**src/rtl/mux_scan_pkg.sv**
```systemverilog
// Shared constants and state encoding for the mux channel scanner.
package mux_scan_pkg;

  localparam int unsigned NUM_CH = 4;
  localparam int unsigned SEL_W  = 2;
  localparam int unsigned CNT_W  = 8;

  typedef enum logic [1:0] {
    ST_IDLE    = 2'd0,
    ST_SETTLE  = 2'd1,
    ST_CAPTURE = 2'd2,
    ST_HOLD    = 2'd3
  } scan_state_e;

  // Select value of the last channel in a sweep.
  function automatic logic [SEL_W-1:0] last_ch();
    return SEL_W'(NUM_CH - 1);
  endfunction

endpackage

```
**src/rtl/scan_dwell_cnt.sv**
```systemverilog
// Loadable down-counter with zero flag; times the mux settle window.
module scan_dwell_cnt #(
  parameter int unsigned W = 8
) (
  input  logic         clk,
  input  logic         rst_n,
  input  logic         load,
  input  logic         dec,
  input  logic [W-1:0] load_val,
  output logic [W-1:0] cnt,
  output logic         zero_c
);

  logic [W-1:0] cnt_q;
  logic [W-1:0] cnt_d;

  // Load wins over decrement; decrement saturates at zero.
  always_comb begin
    cnt_d = cnt_q;
    if (load) begin
      cnt_d = load_val;
    end else if (dec && (cnt_q != '0)) begin
      cnt_d = cnt_q - W'(1);
    end
  end

  always_ff @(posedge clk or negedge rst_n) begin
    if (!rst_n) begin
      cnt_q <= '0;
    end else begin
      cnt_q <= cnt_d;
    end
  end

  assign cnt    = cnt_q;
  assign zero_c = (cnt_q == '0);

endmodule

```
**src/rtl/mux_channel_scanner.sv**
```systemverilog
// Sweeps a 4:1 mux select, waits DWELL cycles per channel and hands samples over valid/ready.
// Optional SCAN_CHECKSUM_EN adds an 8-bit per-sweep sum output (sweep_sum).
module mux_channel_scanner
  import mux_scan_pkg::*;
#(
  parameter int unsigned DATA_W = 4,
  parameter int unsigned DWELL  = 3
) (
  input  logic              clk,
  input  logic              rst_n,
  input  logic              start,
  input  logic              cont,
  input  logic              stop,
  input  logic [DATA_W-1:0] Y_in,
  output logic [SEL_W-1:0]  Sel,
  output logic [DATA_W-1:0] smp_data,
  output logic [SEL_W-1:0]  smp_ch,
  output logic              smp_valid,
  input  logic              smp_ready,
  output logic              done,
`ifdef SCAN_CHECKSUM_EN
  output logic [7:0]        sweep_sum,
`endif
  output logic              busy
);

  scan_state_e       state_q, state_d;
  logic [SEL_W-1:0]  sel_q, sel_d;
  logic [DATA_W-1:0] smp_data_q, smp_data_d;
  logic [SEL_W-1:0]  smp_ch_q, smp_ch_d;
  logic              smp_valid_q, smp_valid_d;
  logic              done_q, done_d;
  logic              cont_q, cont_d;

  logic              cnt_load;
  logic              cnt_dec;
  logic [CNT_W-1:0]  cnt_val;
  logic              cnt_zero_c;
  logic              xfer_c;

  scan_dwell_cnt #(.W(CNT_W)) u_dwell (
    .clk      (clk),
    .rst_n    (rst_n),
    .load     (cnt_load),
    .dec      (cnt_dec),
    .load_val (CNT_W'(DWELL)),
    .cnt      (cnt_val),
    .zero_c   (cnt_zero_c)
  );

  // A transfer is an accepted sample that stop has not discarded.
  assign xfer_c = (state_q == ST_HOLD) && smp_valid_q && smp_ready && !stop;

  always_comb begin
    state_d     = state_q;
    sel_d       = sel_q;
    smp_data_d  = smp_data_q;
    smp_ch_d    = smp_ch_q;
    smp_valid_d = smp_valid_q;
    done_d      = 1'b0;
    cont_d      = cont_q;
    cnt_load    = 1'b0;
    cnt_dec     = 1'b0;

    if (stop) begin
      state_d     = ST_IDLE;
      smp_valid_d = 1'b0;
    end else begin
      case (state_q)
        ST_IDLE: begin
          if (start) begin
            cont_d   = cont;
            sel_d    = '0;
            cnt_load = 1'b1;
            state_d  = ST_SETTLE;
          end
        end
        ST_SETTLE: begin
          cnt_dec = 1'b1;
          if ((cnt_val == CNT_W'(1)) || cnt_zero_c) begin
            state_d = ST_CAPTURE;
          end
        end
        ST_CAPTURE: begin
          smp_data_d  = Y_in;
          smp_ch_d    = sel_q;
          smp_valid_d = 1'b1;
          state_d     = ST_HOLD;
        end
        ST_HOLD: begin
          if (xfer_c) begin
            smp_valid_d = 1'b0;
            if (sel_q != last_ch()) begin
              sel_d    = sel_q + SEL_W'(1);
              cnt_load = 1'b1;
              state_d  = ST_SETTLE;
            end else if (cont_q) begin
              sel_d    = '0;
              cnt_load = 1'b1;
              state_d  = ST_SETTLE;
            end else begin
              done_d  = 1'b1;
              state_d = ST_IDLE;
            end
          end
        end
        default: state_d = ST_IDLE;
      endcase
    end
  end

  always_ff @(posedge clk or negedge rst_n) begin
    if (!rst_n) begin
      state_q     <= ST_IDLE;
      sel_q       <= '0;
      smp_data_q  <= '0;
      smp_ch_q    <= '0;
      smp_valid_q <= 1'b0;
      done_q      <= 1'b0;
      cont_q      <= 1'b0;
    end else begin
      state_q     <= state_d;
      sel_q       <= sel_d;
      smp_data_q  <= smp_data_d;
      smp_ch_q    <= smp_ch_d;
      smp_valid_q <= smp_valid_d;
      done_q      <= done_d;
      cont_q      <= cont_d;
    end
  end

  assign Sel       = sel_q;
  assign smp_data  = smp_data_q;
  assign smp_ch    = smp_ch_q;
  assign smp_valid = smp_valid_q;
  assign done      = done_q;
  assign busy      = (state_q != ST_IDLE);

`ifdef SCAN_CHECKSUM_EN
  logic [7:0] acc_q, acc_d;
  logic [7:0] sum_q, sum_d;
  logic [7:0] acc_plus;

  assign acc_plus = acc_q + 8'(smp_data_q);

  // Last-channel transfer publishes the sweep total and restarts accumulation.
  always_comb begin
    acc_d = acc_q;
    sum_d = sum_q;
    if (stop || ((state_q == ST_IDLE) && start)) begin
      acc_d = '0;
    end else if (xfer_c) begin
      if (smp_ch_q == last_ch()) begin
        sum_d = acc_plus;
        acc_d = '0;
      end else begin
        acc_d = acc_plus;
      end
    end
  end

  always_ff @(posedge clk or negedge rst_n) begin
    if (!rst_n) begin
      acc_q <= '0;
      sum_q <= '0;
    end else begin
      acc_q <= acc_d;
      sum_q <= sum_d;
    end
  end

  assign sweep_sum = sum_q;
`endif

endmodule

```
**config.mk**
```make
export PLATFORM = sky130hd
export DESIGN_NAME = mux_channel_scanner
export DESIGN_NICKNAME = d
export VERILOG_FILES = /design/src/rtl/mux_scan_pkg.sv /design/src/rtl/scan_dwell_cnt.sv /design/src/rtl/mux_channel_scanner.sv
export SDC_FILE = /design/constraint.sdc
export NUM_CORES = 1
export LEC_CHECK = 0
export ABC_AREA = 1
export CAP_MARGIN = 40
export CORE_UTILIZATION = 45
export DETAILED_ROUTE_END_ITERATION = 8
export PLACE_DENSITY = 0.7
export SLEW_MARGIN = 20
export SYNTH_ARGS = -nofsm -noshare
export SYNTH_HDL_FRONTEND = slang
export SYNTH_SLANG_ARGS = --single-unit
```
**constraint.sdc**
```tcl
create_clock -name clk -period 2.8 [get_ports clk]
set_input_delay 0.28 -clock clk [delete_from_list [all_inputs] [get_ports clk]]
set_output_delay 0.28 -clock clk [all_outputs]
set_load 0.01 [all_outputs]
```
==> results.md <==
- GRT met1 Usage: 0.270
- Die area: 0.00296 sq mm
- Synth Flop Type: dfrtp_1
- Post-synthesis instance area: 0.00124 sq mm
- CP Buf/Inv Count: 3
- Wire per inst: 12.0 microns
- R2r setup slk: 1220 ps
- Core box area: 0.00254 sq mm
- Footprint of the multi-input gates: 633 sq um
- Switching Share: 0.415
- CP dominant cell by count: inv_1
- Max VDD drop: 578 uV
- # rows: 18
- Least-Margin Pin Slew: 370 ps
- Post-synth EDFFs: 0
- RR Endpoint: state_q[1]
- Critical path type: reg2out
- Total gr overflow: 0
- Area grow syn2layout: 21.7%
- CTS tree: built
- Hold Crit Class: in2async
- Worst r2r src: state_q[0]
- Die height: 54.4 microns
- P per Cell Area: 860 mW/mm^2
- Initial Util: 0.486
- Resize count post-CTS: 0
- Setup crit start kind: flop
- Status: finished clean
- Register share of total power: 0.379
- F_max: 0.498 GHz
- Final period demand of the worst path: 2010 ps
- Diode count: 0
- Placer's final routability congestion estimate: 0.800
- Routed WL: 2410 microns
- Top cells by count, synth: 34 x nand2_1, 21 x dfrtp_1, 18 x nor2_1, 17 x inv_1, 12 x nand3_1
- Overall routing resource usage: 0.204
- Final setup viols: 0
- Dpl ws: 1100 ps
- CP required: 2520 ps
- Final Max Slew Viols: 0
- CP endpoint kind: output pin
- Root buf cell: clkbuf_4
- Nets: 189
- Maxcap violations: 0
- Int Power: 0.758 mW
- Yosys reg bits: 21
- Fillers: 226
- 1st-pass router iterations: 4
- GR peak layer: met2
- Worst-path clk slew: 130 ps
- First-pass GRT wire length: 4280 microns
- Final worst-path cycle share: 0.718
- Layout cell share with drive strength beyond 1: 0.140
- Clock share of power: 0.116
- Count of final hold-check violations: 0
- Leakage: 0.734 nW
- Vias in the first global route: 978
- Ys async rst share: 1.00
- Yosys cell types: 22
- Storage cell area: 526 sq um
- Gate power share: 0.505
- Cells after synthesis: 147
- Post-DP HPWL: 1900 microns
- Synth area leaders: dfrtp_1 42%, nand2_1 10%, ha_1 7.1%, nor2_1 5.5%, mux2_2 5.5%
- Initial antenna violation count: 0
- Avg Cell Area, Syn: 8.42 sq um
- Unrepaired setup endpoints after global routing: no
- Pin count of the biggest net entering global routing: 16
- Crit path cell chain: inv_1 > ha_1 > inv_1 > clkdlybuf4s50_1
- GR Util met3: 0.0361
- Net Count, Synth: 164
- Vias/cell: 4.95
- Sequential fraction of the synthesis area: 0.425
- Hold-fix buffers, CTS: 0
- Slowest stage delay, CP: 540 ps
- Setup slack after layout: 791 ps
- Die X: 54.4 microns
- Yosys warns: 0
- Setup TNS: 0 ps
- # port buffers: 20
- Met2 Track Usage GR: 0.341
- IO Pins: 21
- Count leader, synth: nand2_1
- Top-area cell type share of the netlist area: 0.425
- Clock sink count: 21
- H-tree Lvls: 1
- Initial DRC count: 12
- Clock Path Buffers: 2
- Clock skew: 3.38 ps
- Switching pwr: 0.538 mW
- Synth area leader: dfrtp_1
- Worst skew pair latency: 300 ps
- Post CTS Setup Buffer Count: 0
- CP arrival: 1730 ps
- Slew HR: 0.753
- Total CTS buffers: 3
- Via count: 994
- CP delay by family, top: buffers and inverters
- Crit path max fanout: 5
- Slowest CP cell: clkdlybuf4s50_1
- Antenna-violating nets left: 0
- Worst R2R Path Depth: 8
- # DRC: 0
## power groups by stage
stage | clock network (mW) | registers [mW] | logic [mW]
CTS | 0.155 | 0.491 | 0.661
global placement | 0 | 0.489 | 0.637
floorplan | 0 | 0.497 | 0.432
detailed placement | 0 | 0.494 | 0.657
global route | 0.170 | 0.507 | 0.736
finish | 0.150 | 0.491 | 0.655
## layer usage
layer / routed length, microns / vias to the layer above
met3: 59 / 0
met2: 1150 / 14
li1: - / 521
met5: 0 / -
met4: 0 / 0
met1: 1200 / 459
## metrics by stage
stage                     instance area, sq um  utilization  hold slack (ps)  cells  power [mW]
after floorplan                           1240            -            -15.6    147       0.930
after global placement                    1460        0.575              496    196        1.13
after detailed placement                  1480        0.581              499    197        1.15
after CTS                                 1510        0.592              246    201        1.31
after global routing                      1510        0.592              240    201        1.41
final                                     1510        0.592              238    201        1.30
## registers in the layout (all words and copies together) (netlist names)
name         count
done             1
Sel              2
u_dwell.cnt      8
smp_valid        1
state_q          2
smp_ch           2
cont_q           1
smp_data         4
## worst max-delay path by stage
stage | startpoint | endpoint | depth (start not counted)
floorplan | state_q[0] | state_q[1] | 8
global route | state_q[0] | busy | 4
finish | state_q[0] | busy | 4
CTS | state_q[0] | busy | 4
global placement | stop | smp_data[0] | 4
detailed placement | stop | smp_data[1] | 4
## placed cells by master, fill, tap and decap left out, types with 2 or more instances in the layout
| cell type | count |
|---|---|
| nand3_2 | 2 |
| o21ai_0 | 3 |
| mux2_2 | 6 |
| nand2_2 | 5 |
| a21oi_1 | 5 |
| ha_1 | 7 |
| clkdlybuf4s50_1 | 20 |
| nand4_1 | 2 |
| clkbuf_4 | 3 |
| xor2_1 | 2 |
| nand2_1 | 34 |
| nor2_1 | 18 |
| nand3b_1 | 2 |
| nand3_1 | 12 |
| dfrtp_1 | 21 |
| inv_1 | 17 |
| nor2_4 | 3 |
| nor3_1 | 2 |
## worst reg2reg max path: stages (launching register included)
cell,delay [ps]
dfrtp_1,440
inv_1,100
ha_1,260
inv_1,90
nor2_1,50
o21ai_0,320
nand2_1,120
nand2_1,70
nand2_1,50
## logic make-up after synthesis
family / after synthesis / share of synthesized area
AO/OA/AOI/OAI: 11 / 0.0576
XOR/XNOR: 2 / 0.0142
buffers and inverters: 19 / 0.0637
AND/OR/NAND/NOR: 81 / 0.314
adder cells (fa/ha/maj): 7 / 0.0708
multiplexers: 6 / 0.0546
flip-flops: 21 / 0.425
## final cells by class
class / count / share of cell area
Sequential cell: 21 / 0.349
Multi-Input combinational cell: 107 / 0.420
Tap cell: 30 / 0.0249
Inverter: 18 / 0.0449
Timing Repair Buffer: 21 / 0.143
Clock inverter: 1 / 0.00332
Clock buffer: 3 / 0.0150
No activity file was read; power rests on OpenSTA's default activity.
